--- src/rtl/uart_cfg_sequencer.sv ---
// ---------------------------------------------------------------------------
// uart_cfg_sequencer
//
// Boot-time configuration controller for a 16550 UART on an APB segment.
// After reset (and on request) it owns the downstream APB and issues the
// fixed initialisation write sequence:
//   LCR<-0x80 (DLAB=1), DLL<-DIVISOR[7:0], DLM<-DIVISOR[15:8],
//   LCR<-LCR_VAL, FCR<-FCR_VAL, IER<-IER_VAL
// It then becomes a transparent combinational pass-through between the
// upstream bridge (s_*) and the UART (m_*).
//
// Optional feature macro: UART_CFG_READBACK_EN
//   When defined, a read of LCR follows the last write. If the returned byte
//   differs from LCR_VAL, the sticky error flag is set.
//
// Ports:
//   clk, rst_n          clock (rising edge) / synchronous active-low reset
//   i_reinit            single-cycle request to rerun the sequence
//   o_cfg_done          high while the bus is in pass-through (registered)
//   o_cfg_err           sticky error flag, cleared when a sequence starts
//   s_psel .. s_pslverr upstream APB slave side (from the bridge)
//   m_psel .. m_pslverr downstream APB master side (to the UART)
// ---------------------------------------------------------------------------
module uart_cfg_sequencer #(
  parameter logic [15:0] DIVISOR = 16'd27,
  parameter logic [7:0]  LCR_VAL = 8'h03,
  parameter logic [7:0]  FCR_VAL = 8'hC7,
  parameter logic [7:0]  IER_VAL = 8'h00
) (
  input  logic        clk,
  input  logic        rst_n,
  input  logic        i_reinit,
  output logic        o_cfg_done,
  output logic        o_cfg_err,
  // upstream APB (bridge side)
  input  logic        s_psel,
  input  logic        s_penable,
  input  logic        s_pwrite,
  input  logic [11:0] s_paddr,
  input  logic [31:0] s_pwdata,
  output logic [31:0] s_prdata,
  output logic        s_pready,
  output logic        s_pslverr,
  // downstream APB (UART side)
  output logic        m_psel,
  output logic        m_penable,
  output logic        m_pwrite,
  output logic [11:0] m_paddr,
  output logic [31:0] m_pwdata,
  input  logic [31:0] m_prdata,
  input  logic        m_pready,
  input  logic        m_pslverr
);

  // Register addresses are the 16550 register index shifted left by two.
  localparam logic [11:0] ADDR_DLL = 12'h000;
  localparam logic [11:0] ADDR_DLM = 12'h004;
  localparam logic [11:0] ADDR_IER = 12'h004;
  localparam logic [11:0] ADDR_FCR = 12'h008;
  localparam logic [11:0] ADDR_LCR = 12'h00C;

  localparam logic [7:0]  LCR_DLAB = 8'h80;
  localparam logic [2:0]  LAST_STEP = 3'd5;

`ifdef UART_CFG_READBACK_EN
  typedef enum logic [2:0] {
    ST_SETUP     = 3'd0,
    ST_ACCESS    = 3'd1,
    ST_DONE      = 3'd2,
    ST_WAIT_IDLE = 3'd3,
    ST_RB_SETUP  = 3'd4,
    ST_RB_ACCESS = 3'd5
  } state_t;
`else
  typedef enum logic [2:0] {
    ST_SETUP     = 3'd0,
    ST_ACCESS    = 3'd1,
    ST_DONE      = 3'd2,
    ST_WAIT_IDLE = 3'd3
  } state_t;
`endif

  state_t     state_r;
  state_t     state_nxt_s;
  logic [2:0] step_r;
  logic [2:0] step_nxt_s;
  logic       cfg_done_r;
  logic       cfg_err_r;
  logic       err_nxt_s;

  // Downstream register address for each write step.
  function automatic logic [11:0] step_addr(input logic [2:0] step);
    case (step)
      3'd0:    step_addr = ADDR_LCR;
      3'd1:    step_addr = ADDR_DLL;
      3'd2:    step_addr = ADDR_DLM;
      3'd3:    step_addr = ADDR_LCR;
      3'd4:    step_addr = ADDR_FCR;
      3'd5:    step_addr = ADDR_IER;
      default: step_addr = 12'h000;
    endcase
  endfunction

  // Data byte written at each step.
  function automatic logic [7:0] step_data(input logic [2:0] step);
    case (step)
      3'd0:    step_data = LCR_DLAB;
      3'd1:    step_data = DIVISOR[7:0];
      3'd2:    step_data = DIVISOR[15:8];
      3'd3:    step_data = LCR_VAL;
      3'd4:    step_data = FCR_VAL;
      3'd5:    step_data = IER_VAL;
      default: step_data = 8'h00;
    endcase
  endfunction

  // State register, step counter and status flags.
  always_ff @(posedge clk) begin
    if (!rst_n) begin
      state_r    <= ST_SETUP;
      step_r     <= 3'd0;
      cfg_done_r <= 1'b0;
      cfg_err_r  <= 1'b0;
    end else begin
      state_r    <= state_nxt_s;
      step_r     <= step_nxt_s;
      cfg_err_r  <= err_nxt_s;
      // done tracks the state being entered, so it stays high in WAIT_IDLE
      // and drops together with the move back into SETUP.
      cfg_done_r <= (state_nxt_s == ST_DONE) || (state_nxt_s == ST_WAIT_IDLE);
    end
  end

  // Next-state, step and error-flag logic.
  always_comb begin
    state_nxt_s = state_r;
    step_nxt_s  = step_r;
    err_nxt_s   = cfg_err_r;
    case (state_r)
      ST_SETUP: begin
        state_nxt_s = ST_ACCESS;
      end
      ST_ACCESS: begin
        if (m_pready) begin
          // A slave error is recorded but the sequence carries on.
          if (m_pslverr) begin
            err_nxt_s = 1'b1;
          end else begin
            err_nxt_s = cfg_err_r;
          end
          if (step_r == LAST_STEP) begin
`ifdef UART_CFG_READBACK_EN
            state_nxt_s = ST_RB_SETUP;
`else
            state_nxt_s = ST_DONE;
`endif
          end else begin
            state_nxt_s = ST_SETUP;
            step_nxt_s  = step_r + 3'd1;
          end
        end else begin
          state_nxt_s = ST_ACCESS;
        end
      end
      ST_DONE: begin
        if (i_reinit) begin
          // An upstream transfer in flight must finish before we take the bus.
          if (s_psel) begin
            state_nxt_s = ST_WAIT_IDLE;
          end else begin
            state_nxt_s = ST_SETUP;
            step_nxt_s  = 3'd0;
            err_nxt_s   = 1'b0;
          end
        end else begin
          state_nxt_s = ST_DONE;
        end
      end
      ST_WAIT_IDLE: begin
        if (!s_psel) begin
          state_nxt_s = ST_SETUP;
          step_nxt_s  = 3'd0;
          err_nxt_s   = 1'b0;
        end else begin
          state_nxt_s = ST_WAIT_IDLE;
        end
      end
`ifdef UART_CFG_READBACK_EN
      ST_RB_SETUP: begin
        state_nxt_s = ST_RB_ACCESS;
      end
      ST_RB_ACCESS: begin
        if (m_pready) begin
          if (m_pslverr || (m_prdata[7:0] != LCR_VAL)) begin
            err_nxt_s = 1'b1;
          end else begin
            err_nxt_s = cfg_err_r;
          end
          state_nxt_s = ST_DONE;
        end else begin
          state_nxt_s = ST_RB_ACCESS;
        end
      end
`endif
      default: begin
        state_nxt_s = ST_SETUP;
        step_nxt_s  = 3'd0;
      end
    endcase
  end

  // Bus multiplexing: sequencer drive, pass-through, or idle during reset.
  always_comb begin
    m_psel    = 1'b0;
    m_penable = 1'b0;
    m_pwrite  = 1'b0;
    m_paddr   = 12'h000;
    m_pwdata  = 32'h0000_0000;
    s_prdata  = 32'h0000_0000;
    s_pready  = 1'b0;
    s_pslverr = 1'b0;
    // The state register already reads SETUP while rst_n is low, so the
    // bus is explicitly held idle until reset is released.
    if (!rst_n) begin
      m_psel = 1'b0;
    end else begin
      case (state_r)
        ST_SETUP: begin
          m_psel   = 1'b1;
          m_pwrite = 1'b1;
          m_paddr  = step_addr(step_r);
          m_pwdata = {24'h00_0000, step_data(step_r)};
        end
        ST_ACCESS: begin
          m_psel    = 1'b1;
          m_penable = 1'b1;
          m_pwrite  = 1'b1;
          m_paddr   = step_addr(step_r);
          m_pwdata  = {24'h00_0000, step_data(step_r)};
        end
        ST_DONE, ST_WAIT_IDLE: begin
          m_psel    = s_psel;
          m_penable = s_penable;
          m_pwrite  = s_pwrite;
          m_paddr   = s_paddr;
          m_pwdata  = s_pwdata;
          s_prdata  = m_prdata;
          s_pready  = m_pready;
          s_pslverr = m_pslverr;
        end
`ifdef UART_CFG_READBACK_EN
        ST_RB_SETUP: begin
          m_psel  = 1'b1;
          m_paddr = ADDR_LCR;
        end
        ST_RB_ACCESS: begin
          m_psel    = 1'b1;
          m_penable = 1'b1;
          m_paddr   = ADDR_LCR;
        end
`endif
        default: begin
          m_psel = 1'b0;
        end
      endcase
    end
  end

  assign o_cfg_done = cfg_done_r;
  assign o_cfg_err  = cfg_err_r;

endmodule

--- config.mk ---
export PLATFORM = sky130hd
export DESIGN_NAME = uart_cfg_sequencer
export DESIGN_NICKNAME = d
export VERILOG_FILES = /design/src/rtl/uart_cfg_sequencer.sv
export SDC_FILE = /design/constraint.sdc
export NUM_CORES = 1
export LEC_CHECK = 0
export ABC_AREA = 1
export BUFFER_PORTS_ARGS = -buffer_cell sky130_fd_sc_hd__buf_2
export CAP_MARGIN = 20
export CORE_ASPECT_RATIO = 0.75
export CORE_MARGIN = 2
export CORE_UTILIZATION = 33
export DETAILED_ROUTE_END_ITERATION = 8
export PLACE_DENSITY_LB_ADDON = 0.08
export SETUP_SLACK_MARGIN = 0.2
export SLEW_MARGIN = 20
export SYNTH_ARGS = -nofsm -noshare
export SYNTH_HDL_FRONTEND = slang
export SYNTH_SLANG_ARGS = --single-unit
--- constraint.sdc ---
create_clock -name clk -period 4.13 [get_ports clk]
set_input_delay 0.413 -clock clk [delete_from_list [all_inputs] [get_ports clk]]
set_output_delay 0.413 -clock clk [all_outputs]
set_load 0.02 [all_outputs]
### After elaboration in Yosys (flattened, before gate mapping)

Index checks and enable logic that the tools add are counted.

| word-level totals | value |
|---|---|
| output and inout bits | 83 |
| flip-flop bits (word level) | 8 |
| word-level logic and storage cells | 63 |
| input bits | 84 |

| cells by class | value |
|---|---|
| $add $sub $neg | 1 |
| reduce and logical (&&, ||, !) cells | 10 |
| eq/ne operators | 14 |
| multiplexer cells | 33 |
| bitwise gates (word level) | 1 |

Operator list:

| cell | count |
|---|---|
| two-way mux 32 bit | 3 |
| one-hot mux 32 bit (2 select lines) | 1 |
| one-hot mux 8 bit (4 select lines) | 1 |
| one-hot mux 12 bit (2 select lines) | 1 |
| one-hot mux 3 bit (4 select lines) | 2 |
| equality test 3 x 2 -> 1 bit, second input constant | 6 |
| two-way mux 3 bit | 5 |
| two-way mux 12 bit | 1 |
| one-hot mux 4 bit (3 select lines) | 1 |
| two-way mux 1 bit | 11 |
| != test 2 bit, second input constant | 4 |
| AND reduction 4 bit | 2 |
| OR reduction 2 bit | 4 |
| equality test 3 x 1 -> 1 bit, second input constant | 2 |
| equality test 3 bit, second input constant | 2 |
| zero test 3 bit | 2 |
| two-way mux 2 bit | 3 |
| one-hot mux 1 bit (2 select lines) | 3 |
| adder 3 x 1 -> 3 bit, second input constant | 1 |
| one-hot mux 1 bit (3 select lines) | 1 |
| nonzero test 3 bit | 1 |
| logical OR 1 bit | 1 |
| inverter 1 bit | 1 |

### Logic depth before layout (Yosys ltp)

Gate-level depths: netlist of run 1.

| logic depth | value |
|---|---|
| depth after elaboration | 6 |
| mapped depth | 10 |
| depth with buffers taken out | 10 |

### Least setup slack after synthesis of run 1

Ideal clock, no wire load.

| timing | value |
|---|---|
| path type | register to output |
| from | reg step_r[0] |
| to | out m_paddr[2] |
| slack | 2.537 ns |
| path buffers | 0 |
| cell stages (with the launch flop) | 5 |
| data arrival time | 1.180 ns |
| required time | 3.717 ns |
| cell sequence | dfxtp_1 -> ha_1 -> ha_1 -> nor2_1 -> a31oi_1 |

| on the way | value |
|---|---|
| cells in the longest elaborated chain, start to end | 5 |
| elaborated cells between the ends (all ways) | 10 |
| classes of those cells | 4 x eq/ne; 3 x mux; 3 x reduce/logical |

RTL lines:

| element | line | text |
|---|---|---|
| start, declared | 85 | `logic [2:0] step_r;` |
| start signal, assigned | 126 | `step_r <= step_nxt_s;` |
| equality test 3 bit (tied with other cells) | 93 | `case (step)` |
| OR reduction 2 bit (no source line) | n/a |  |
| one-hot mux 4 bit (3 select lines) * | 93 |  |
| one-hot mux 12 bit (2 select lines) * | 227 | `case (state_r)` |
| two-way mux 12 bit * | 224 | `if (!rst_n) begin` |
| end, declared | 48 | `output logic [11:0] m_paddr,` |

Every way passes the cells marked *; elsewhere a longest branch is shown, timed or not.

### Final worst setup path of run 1

| timing | value |
|---|---|
| from | reg state_r[1] |
| to | out s_prdata[1] |

| on the way | value |
|---|---|
| cells in the longest elaborated chain, start to end | 4 |
| elaborated cells between the ends (all ways) | 5 |
| classes of those cells | 2 x eq/ne; 2 x mux; 1 x reduce/logical |

RTL lines:

| element | line | text |
|---|---|---|
| start, declared | 83 | `state_t state_r;` |
| start signal, assigned | 125 | `state_r <= state_nxt_s;` |
| equality test 3 x 2 -> 1 bit | 227 |  |
| OR reduction 2 bit * | 227 |  |
| two-way mux 32 bit * | 227 |  |
| two-way mux 32 bit * | 224 |  |
| end, declared | 41 | `output logic [31:0] s_prdata,` |

Marked as above.

==> results of run 1 <==
stage by stage:
step	hold slack, ns	setup WS (ns)	area (µm²)	instances	util, %
2_1_floorplan	0.517	2.54	1150	250	-
3_3_place_gp	0.433	1.80	2000	447	60.4
3_5_place_dp	0.441	1.77	2000	447	60.4
4_1_cts	0.446	1.50	2040	451	61.8
5_1_grt	0.460	1.66	2050	451	61.9
6_report	0.439	1.85	2050	451	61.9
worst min-delay path by stage:
| stage | from | end | cells past startpoint |
|---|---|---|---|
| 6_report | o_cfg_err$_SDFFE_PN0P_ | o_cfg_err$_SDFFE_PN0P_ | 2 |
| 5_1_grt | o_cfg_err$_SDFFE_PN0P_ | o_cfg_err$_SDFFE_PN0P_ | 2 |
| 4_1_cts | o_cfg_err$_SDFFE_PN0P_ | o_cfg_err$_SDFFE_PN0P_ | 2 |
| 3_5_place_dp | o_cfg_err$_SDFFE_PN0P_ | o_cfg_err$_SDFFE_PN0P_ | 2 |
| 3_3_place_gp | o_cfg_err$_SDFFE_PN0P_ | o_cfg_err$_SDFFE_PN0P_ | 2 |
| 2_1_floorplan | o_cfg_err$_SDFFE_PN0P_ | o_cfg_err$_SDFFE_PN0P_ | 2 |
state kept, by name (all words and copies together), names as in the netlist:
signal and count:
state_r 2, o_cfg_done 1, step_r 3, o_cfg_err 1
tightest hold or removal path, delay by kind of cell, from the launching register on:
family | cells | cell delay (ns)
AO/OA/AOI/OAI | 1 | 0.05
buffers and inverters | 1 | 0.04
flip-flops | 1 | 0.30
cell usage after synthesis:
master	number	area [µm²]
inv_2	2	7.51
dfxtp_1	7	140
a21oi_1	5	25.0
o2111ai_1	1	8.76
o21ai_0	3	15.0
o211ai_1	1	7.51
clkbuf_1	6	22.5
nand2_2	1	6.26
buf_2	3	15.0
or2_2	1	6.26
nor2_2	1	6.26
a31oi_1	2	12.5
nand3_1	11	55.1
nor2_1	85	319
inv_1	80	300
nand2_1	35	131
ha_1	6	75.1
cells by family (layout without fill, tap and decap cells):
group           after synthesis  count (layout)
simple gates                134             134
flops                         7               7
buf+inv                      91             252
fa+ha+maj                     6               6
compound gates               12              12
power breakdown:
group | switching, W | internal [W] | leakage (nW)
clock | 0.0000274 | 0.0000666 | 0.0228
combinational | 0.0000545 | 0.0000483 | 1.59
sequential | 0.00000355 | 0.0000712 | 0.0573
total | 0.0000854 | 0.000186 | 1.67
cell type report:
type | instances | area, µm² | share of cell area (%)
inverter | 82 | 308 | 15.0
multi-input combinational | 152 | 676 | 33.0
tap | 40 | 50.0 | 2.44
timing repair buffer | 166 | 831 | 40.5
clock buffer | 4 | 45.0 | 2.20
sequential | 7 | 140 | 6.84
routing by layer:
layer / GRT usage, % / up-vias
li1: - / 1012
met1: 22.2 / 760
met2: 43.6 / 89
met3: 4.01 / 6
met4: 5.93 / 0
met5: 0 / -
==> results.md, run 1 <==
Outcome
* **run status** finished clean

Timing
* **setup total negative slack** 0 ns
* **RSZ-0062 raised after global routing** no
* **shortest period the worst path allows** 2.28 ns
* **relative max-transition margin** 57.3%
* **Fin Clk Skew** 0.00283 ns
* **worst slew pin tran** 0.640 ns
* **final number of max-transition violations** 0
* **Tcrit/Tclk final** 55.3%
* **number of hold violations in the final report** 0
* **timing-limited maximum frequency** 438 MHz
* **number of setup violations in the final report** 0

Cells and area
* **layout cells sized above 1** 42.6%
* **area growth from synthesis to final layout** 77.7%
* **diode insertion count for antenna repair** 0
* **leading cell types in the layout, fill and taps excluded** buf_2 (166), nor2_1 (85), inv_1 (80), nand2_1 (34), nand3_1 (11)
* **nets@finish** 502
* **number of filler cells placed in the layout** 358
* **commonest non-fill, non-tap cell in the layout** buf_2

Worst setup path
* **stages on the worst setup path** 3
* **capturing element of the worst setup path** s_prdata[1]
* **capturing element type of the critical path** primary output
* **slowest library cell on the worst path** dfxtp_1
* **startpoint of the most critical register-to-register path** state_r[1]$_SDFF_PN0_
* **end of the worst register-to-register path** step_r[2]$_SDFFE_PN0P_
* **maximum fanout along the worst path** 69
* **Crit path max-delay family** simple AND/OR/NAND/NOR gates
* **number of cells on the worst reg-to-reg path** 8
* **Critical path buffers and inverters** 1
* **slack of the worst reg-to-reg path** 2.59 ns
* **Required @ worst endpoint** 3.72 ns
* **slowest stage delay, CP** 0.67 ns
* **startpoint type of the worst setup path** flip-flop
* **worst setup path startpoint** state_r[1]$_SDFF_PN0_
* **critical path cell sequence** nand2_4, nor2_1, buf_2
* **signal arrival time at the worst endpoint** 1.87 ns
* **crit path kind** flip-flop to primary output

Detailed routing
* **Detail Route met2 WL** 2.18 mm
* **First-pass DRT Iterations** 4
* **wirelength, routed** 4.38 mm
* **total routed wire length on the met1 layer** 1.78 mm
* **Top Layer Used** met4
* **Post-DRT Antenna Nets** 0
* **starting DRC count in detailed routing** 66
* **average detailed-routed wire length per instance** 9.71 µm
* **via density per instance** 4.14
* **total DRC errors in the routed layout** 0
* **detailed route wirelength on metal3** 379 µm
* **total number of vias** 1867

Synth
* **Compound-Gate Fraction of Synth Area** 5.97%
* **number of cells produced by synthesis** 250
* **area of the mapped netlist** 0.00115 mm²
* **number of distinct standard cells referenced by the synthesized netlist** 17
* **XOR/XNOR Fraction of Synth Area** 0%
* **multiplexer area fraction after synthesis** 0%
* **Synth warnings** 0
* **flop and latch count out of synthesis** 7
* **Avg Inst Size Synth** 4.61 µm²
* **largest family of logic cells by synthesized area** simple AND/OR/NAND/NOR gates
* **area fraction in and, or, nand and nor cells after synthesis** 45.4%
* **sequential element share of the synthesized area** 12.1%
* **Adder-Cell Fraction of Synth Area** 6.51%
* **Post-Synthesis Net Count** 340

Flow run
* **total of max-cap violations** 0

Global route
* **overall track demand over capacity in global routing** 21.7%
* **initial antenna violation count** 0
* **via count of the first global-routing pass** 1714
* **overflow left after global routing** 0
* **pin count of the biggest net entering global routing** 70
* **wire length of the first global-routing pass** 7.04 mm

Power
* **power density normalized to cell area** 132 mW/mm²
* **Lkg Pwr** 1.67 nW
* **post-layout total power** 0.000271 W
* **VDD IR max** 0.120 mV

Clock network
* **cell at the root of the clock tree** clkbuf_8
* **Clock Pin Slew Worst Setup and Hold Paths** 0.04 ns
* **number of sinks driven by the clock tree** 7
* **source-to-sink clock delay at the later pin of the worst-skew pair** 0.22 ns
* **maximum clock insertion buffer count** 2
* **number of post-CTS setup repair buffers** 0
* **level count of the clock H-tree** 1
* **post-cts hold buffer count** 0
* **quantity of gates resized following cts** 0
* **total CTS buffers** 3
* **CTS tree** built

Floorplanning
* **effective utilization at floorplan** 34.8%
* **Placement Rows** 18
* **die height** 55.2 µm
* **floorplan die area** 0.00399 mm²
* **Die Width** 72.3 µm
* **number of primary I/O pins** 167
* **area of the core region** 0.00331 mm²

Place
* **IO buf count** 166
* **HPWL after detailed placement** 3.65 mm
* **placer congestion estimate** 0.858

Worst hold path
* **Hold/Removal Path Class** flip-flop to flip-flop

Note: power is estimated with default switching activity, not from simulation.
==> inputs of run 2 (changes only) <==
- ABC_AREA: 1 -> 0
- CORE_UTILIZATION: 33 -> 30
- clock period: 4.13 -> 2.3 ns (I/O delays scaled with it)
==> run 2 against run 1 <==
Compared with the run above: die area is 4.6% higher; sequential share of layout area is 0.22 points higher; critical path depth is 4 higher; clock power is 78% higher; via count is 10% lower; routed wire length is 0.39% higher; sequential power is 74% higher; first-iteration DRC count is 44% lower; register-to-register slack worse by 1.6 ns; flip-flop and latch count stayed put; clock-buffer cell count stayed put; critical endpoint is now m_pwdata[1].
==> results.md, run 2 <==
Detailed routing
* **Post-DRT Antenna Nets** 0, unchanged
* **First-pass DRT Iterations** 4, unchanged
* **total DRC errors in the routed layout** 0, unchanged
* **via density per instance** 4.48, +8.1%
* **starting DRC count in detailed routing** 37, -44%
* **average detailed-routed wire length per instance** 11.8 µm, +21%
* **wirelength, routed** 4.40 mm, +0.39%
* **total number of vias** 1674, -10%

Synth
* **area fraction in and, or, nand and nor cells after synthesis** 52.8%, +7.3 points
* **synth top area cells** and3_1 (39%), dfxtp_1 (13%), ha_1 (6.8%), a21oi_1 (6.4%), clkbuf_1 (5.1%)
* **XOR/XNOR Fraction of Synth Area** 0%, unchanged
* **cell taking the most area after synthesis** and3_1
* **Synth warnings** 0, unchanged
* **area of the mapped netlist** 0.00110 mm², -4.7%
* **most common cell in the netlist** and3_1
* **largest family of logic cells by synthesized area** simple AND/OR/NAND/NOR gates
* **top cell types by occurrence after synthesis** and3_1 (69), clkbuf_1 (15), a21oi_1 (14)
* **Adder-Cell Fraction of Synth Area** 6.83%, +0.32 points
* **post-synth top area share** 39.2%, +12 points
* **Post-Synthesis Net Count** 258, -24%
* **EDFF count, synth** 0, unchanged
* **flop and latch count out of synthesis** 7, unchanged
* **number of cells produced by synthesis** 168, -33%
* **fraction of registers with async set/reset** 0%, unchanged
* **sequential element share of the synthesized area** 12.7%, +0.59 points
* **number of distinct standard cells referenced by the synthesized netlist** 26, +9
* **Compound-Gate Fraction of Synth Area** 16.4%, +10 points
* **multiplexer area fraction after synthesis** 0.910%, +0.91 points
* **Avg Inst Size Synth** 6.55 µm², +42%
* **most used flip-flop cell after synthesis** dfxtp_1

Place
* **HPWL after detailed placement** 3.55 mm, -2.8%
* **placed instance count** 370, -17%
* **placer congestion estimate** 0.786, -8.4%
* **pre-CTS setup slack** 0.580 ns, -1.19 ns
* **area post-placement** 0.00196 mm², -2.2%
* **IO buf count** 166, unchanged

Cells and area
* **leading cell types in the layout, fill and taps excluded** buf_2 (166), and3_1 (69), a21oi_1 (14), nor2_1 (12), nand2_1 (10)
* **layout cells sized above 1** 55.9%, +13 points
* **area growth from synthesis to final layout** 82.1%
* **diode insertion count for antenna repair** 0, unchanged
* **Core Util, Final** 55.8%, -6.1 points
* **nets@finish** 413, -18%
* **commonest non-fill, non-tap cell in the layout** buf_2
* **register with the most flip-flops** step_r
* **number of filler cells placed in the layout** 351, -2.0%
* **cell area after layout** 0.00200 mm², -2.3%
* **largest registers** step_r: 3 flops, state_r: 2 flops
* **number of non-filler instances in the completed layout** 374, -17%
* **flip-flop count of the largest register after layout** 3, unchanged

Global route
* **overflow left after global routing** 0, unchanged
* **wire length of the first global-routing pass** 6.42 mm, -8.8%
* **via count of the first global-routing pass** 1366, -20%
* **pin count of the biggest net entering global routing** 49, -30%
* **overall track demand over capacity in global routing** 18.8%, -3.0 points
* **initial antenna violation count** 0, unchanged

Worst setup path
* **slack of the worst reg-to-reg path** 0.97 ns, -1.62 ns
* **crit path kind** flip-flop to primary output
* **startpoint type of the worst setup path** flip-flop
* **startpoint of the most critical register-to-register path** step_r[2]$_SDFFE_PN0P_
* **worst setup path startpoint** step_r[1]$_SDFFE_PN0P_
* **signal arrival time at the worst endpoint** 1.67 ns, -0.20 ns
* **maximum fanout along the worst path** 6, -91%
* **capturing element type of the critical path** primary output
* **Required @ worst endpoint** 2.07 ns, -1.65 ns

Clock network
* **Clock Pin Slew Worst Setup and Hold Paths** 0.04 ns, about the same
* **CTS tree** built
* **level count of the clock H-tree** 1, unchanged
* **total CTS buffers** 3, unchanged
* **source-to-sink clock delay at the later pin of the worst-skew pair** 0.22 ns, about the same
* **post-cts hold buffer count** 0, unchanged
* **number of post-CTS setup repair buffers** 0, unchanged
* **number of sinks driven by the clock tree** 7, unchanged
* **cell at the root of the clock tree** clkbuf_8
* **quantity of gates resized following cts** 0, unchanged
* **maximum clock insertion buffer count** 2, unchanged

Floorplanning
* **number of primary I/O pins** 167, unchanged
* **Placement Rows** 19, +1
* **die height** 56.4 µm, +2.2%
* **floorplan die area** 0.00417 mm², +4.6%
* **effective utilization at floorplan** 30.6%, -4.2 points
* **Die Width** 73.9 µm, +2.3%
* **area of the core region** 0.00359 mm², +8.4%

Timing
* **final worst slack** 0.399 ns, -1.45 ns
* **Fin Clk Skew** 0.00384 ns, +0.00101 ns
* **setup total negative slack** 0 ns, unchanged
* **number of setup violations in the final report** 0, unchanged
* **number of hold violations in the final report** 0, unchanged
* **RSZ-0062 raised after global routing** no
* **Tcrit/Tclk final** 82.6%
* **final number of max-transition violations** 0, unchanged
* **relative max-transition margin** 65.6%, +8.3 points
* **worst slew pin tran** 0.516 ns, -0.124 ns
* **shortest period the worst path allows** 1.90 ns
* **timing-limited maximum frequency** 526 MHz

Power
* **VDD IR max** 0.325 mV, +170%
* **Lkg Pwr** 1.49 nW, -11%
* **power density normalized to cell area** 230 mW/mm², +73%

Worst hold path
* **start point of the worst hold path** s_psel
* **Hold/Removal Path Class** input pin to flip-flop

Outcome
* **run status** finished clean

Flow run
* **total of max-cap violations** 0, unchanged

## run 2: cell types whose count changed after synthesis, sizes merged, moves of 2 or more
| cell | change |
|---|---|
| a211oi | +3 |
| a21oi | +10 |
| and3 | +69 |
| buf | +2 |
| clkbuf | +9 |
| inv | -74 |
| nand2 | -26 |
| nand3 | -10 |
| nor2 | -74 |
| nor2b | +2 |
| nor3 | +3 |
| o32ai | +2 |
## run 2: cell families (layout without fill, tap and decap cells)
kind of cell	Yosys count	count (layout)
fa+ha+maj	6	6
buf+inv	28	182
simple gates	101	101
mux	1	1
flops	7	7
compound gates	25	25
## run 2: stage by stage
stage | total power [W] | hold slack [ns]
floorplan | 0.000205 | 0.377
global placement | 0.000292 | 0.516
detailed placement | 0.000295 | 0.516
CTS | 0.000464 | 0.284
global route | 0.000494 | 0.298
finish | 0.000460 | 0.287
## run 2: metal layers
metal  part of all wire, %  wire [µm]  track usage, %  vias to the layer above
met5                     0          0               0                        -
met4                  0.66         29            5.19                        0
met3                   5.6        246            2.33                        4
met2                    50       2200            33.7                       44
met1                    44       1920            23.2                      726
li1                      -          -               -                      900
## run 2: worst paths after layout
kind / endpoint / depth (start not counted)
worst min register to register: o_cfg_err$_SDFFE_PN0P_ / 2
worst min-delay path: state_r[0]$_SDFF_PN0_ / 3
worst max-delay path: m_pwdata[1] / 7
worst max register to register: step_r[2]$_SDFFE_PN0P_ / 4
## run 2: critical path, cell delays in order, from the launching register on
cell	delay [ns]
dfxtp_1	0.33
inv_1	0.16
ha_2	0.27
nor2_1	0.05
a211oi_1	0.21
o21ai_1	0.12
a21oi_1	0.13
buf_2	0.17
## run 2: cell type report
class | count | area [µm²] | area share, %
Sequential cell | 7 | 141 | 7.06
Inverter | 8 | 30.0 | 1.50
Clock buffer | 4 | 45.0 | 2.25
Multi-Input combinational cell | 133 | 848 | 42.3
Timing Repair Buffer | 170 | 873 | 43.6
Tap cell | 52 | 65.1 | 3.25
## run 2: power breakdown
part	internal [W]	switching, W
clock	0.000119	0.0000476
combinational	0.0000803	0.0000825
sequential	0.000126	0.00000408
total	0.000326	0.000134
==> inputs of run 3 (changes only) <==
- clock period: 2.3 -> 2 ns (I/O delays scaled with it)
==> run 3 against run 2 <==
Compared with the run above: core utilization grew 2.3 points; routed wire length up 3.0%; clock skew shrank 0.0025 ns; critical path depth did not move; sequential power grew 15%; via count decreased by 0.30%; clock-buffer cell count unchanged; worst hold slack worse by 0.030 ns; clock power is 16% higher; critical endpoint unchanged; highest routed layer unchanged.
==> results.md, run 3 (synthesized netlist as in run 2, its figures left out) <==
Worst setup path
* **capturing element type of the critical path** primary output
* **number of cells on the worst reg-to-reg path** 4, unchanged
* **crit path kind** flip-flop to primary output
* **Required @ worst endpoint** 1.80 ns, -0.27 ns
* **startpoint of the most critical register-to-register path** state_r[1]$_SDFF_PN0_
* **worst setup path startpoint** step_r[1]$_SDFFE_PN0P_
* **maximum fanout along the worst path** 6, unchanged
* **startpoint type of the worst setup path** flip-flop
* **signal arrival time at the worst endpoint** 1.56 ns, -0.11 ns

Clock network
* **total CTS buffers** 3, unchanged
* **level count of the clock H-tree** 1, unchanged
* **cell at the root of the clock tree** clkbuf_8
* **number of sinks driven by the clock tree** 7, unchanged
* **Clock Pin Slew Worst Setup and Hold Paths** 0.04 ns, about the same
* **CTS tree** built
* **maximum clock insertion buffer count** 2, unchanged
* **source-to-sink clock delay at the later pin of the worst-skew pair** 0.22 ns, about the same

Outcome
* **run status** finished clean

Cells and area
* **register with the most flip-flops** step_r
* **area growth from synthesis to final layout** 89.5%
* **layout cells sized above 1** 59.1%, +3.2 points
* **leading cell types in the layout, fill and taps excluded** buf_2 (163), and3_1 (69), a21oi_1 (13), nor2_1 (12), nand2_1 (10)
* **diode insertion count for antenna repair** 0, unchanged
* **largest registers** step_r: 3 flops, state_r: 2 flops
* **nets@finish** 414, +0.24%
* **flip-flop count of the largest register after layout** 3, unchanged
* **commonest non-fill, non-tap cell in the layout** buf_2

Global route
* **wire length of the first global-routing pass** 6.35 mm, -1.1%
* **overall track demand over capacity in global routing** 18.9%, +0.12 points
* **overflow left after global routing** 0, unchanged
* **pin count of the biggest net entering global routing** 54, +10%
* **via count of the first global-routing pass** 1376, +0.73%
* **initial antenna violation count** 0, unchanged

Timing
* **relative max-transition margin** 66.8%, +1.2 points
* **RSZ-0062 raised after global routing** yes
* **setup total negative slack** 0 ns, unchanged
* **shortest period the worst path allows** 1.76 ns
* **final worst slack** 0.244 ns, -0.155 ns
* **number of setup violations in the final report** 0, unchanged
* **timing-limited maximum frequency** 570 MHz
* **Fin Clk Skew** 0.00134 ns, -0.00250 ns
* **number of hold violations in the final report** 0, unchanged
* **Tcrit/Tclk final** 87.8%
* **worst slew pin tran** 0.497 ns, -0.0183 ns
* **final number of max-transition violations** 0, unchanged

Flow run
* **total of max-cap violations** 0, unchanged

Floorplanning
* **Placement Rows** 19, unchanged
* **Die Width** 73.9 µm, unchanged
* **number of primary I/O pins** 167, unchanged
* **effective utilization at floorplan** 30.6%, unchanged
* **die height** 56.4 µm, unchanged
* **floorplan die area** 0.00417 mm², unchanged
* **area of the core region** 0.00359 mm², unchanged

Detailed routing
* **total number of vias** 1669, -0.30%
* **total DRC errors in the routed layout** 0, unchanged
* **average detailed-routed wire length per instance** 12.1 µm, +2.7%
* **First-pass DRT Iterations** 4, unchanged
* **via density per instance** 4.45, -0.56%
* **Post-DRT Antenna Nets** 0, unchanged
* **wirelength, routed** 4.53 mm, +3.0%
* **starting DRC count in detailed routing** 35, -5.4%

Power
* **Lkg Pwr** 1.50 nW, +0.95%
* **VDD IR max** 0.414 mV, +27%
* **power density normalized to cell area** 261 mW/mm², +14%

Place
* **pre-CTS setup slack** 0.315 ns, -0.265 ns
* **placer congestion estimate** 0.788, +0.23%
* **IO buf count** 166, unchanged
* **HPWL after detailed placement** 3.46 mm, -2.4%

Worst hold path
* **worst hold path depth** 3, unchanged
* **start point of the worst hold path** s_psel
* **Hold/Removal Path Class** input pin to flip-flop

## run 3: layer usage
metal	track usage, %	up-vias	wire, µm
met4	6.23	0	45
met1	22.7	708	1970
met2	34.6	49	2280
met5	0	-	0
li1	-	907	-
met3	1.62	5	233
## run 3: final timing paths
| check | slack, ns | endpoint |
|---|---|---|
| max | 0.24 | m_pwdata[1] |
| min | 0.26 | state_r[0]$_SDFF_PN0_ |
| max reg2reg | 0.72 | step_r[1]$_SDFFE_PN0P_ |
| min reg2reg | 0.51 | o_cfg_err$_SDFFE_PN0P_ |
## run 3: timing repair
item / in CTS / in global routing
endpoints found under the setup margin: 3 / 7
setup buffers: 0 / 2
hold buffers: 0 / 0
cloned: 0 / 0
pin swaps: 0 / 1
gates resized for setup: 5 / 15
## run 3: power by group
group          switching, W  total (W)  internal (W)
Clock             0.0000552   0.000193      0.000137
Sequential       0.00000613   0.000149      0.000143
Combinational     0.0000996   0.000202      0.000102
## run 3: critical path: stages, from the launching register on
cell,delay [ns]
dfxtp_4,0.36
inv_4,0.10
ha_4,0.17
nor2_1,0.06
a211oi_2,0.22
o21ai_2,0.11
a21oi_1,0.16
buf_4,0.16
## run 3: final cells by class
| cell class | instances | area [µm²] |
|---|---|---|
| fill | 336 | 1510 |
| tap | 52 | 65.1 |
| timing repair buffer | 171 | 901 |
| multi-input combinational | 133 | 888 |
| clock buffer | 4 | 45.0 |
| inverter | 8 | 32.5 |
| sequential | 7 | 153 |
## run 3: stage by stage
| stage | cell area [µm²] | total power [W] | hold WS [ns] | std cells | util [%] |
|---|---|---|---|---|---|
| floorplan | 1100 | 0.000236 | 0.347 | 168 | - |
| global placement | 1960 | 0.000337 | 0.485 | 369 | 54.6 |
| detailed placement | 1960 | 0.000338 | 0.482 | 369 | 54.6 |
| CTS | 2020 | 0.000541 | 0.251 | 373 | 56.3 |
| global route | 2080 | 0.000580 | 0.294 | 375 | 58.1 |
| finish | 2080 | 0.000543 | 0.257 | 375 | 58.1 |
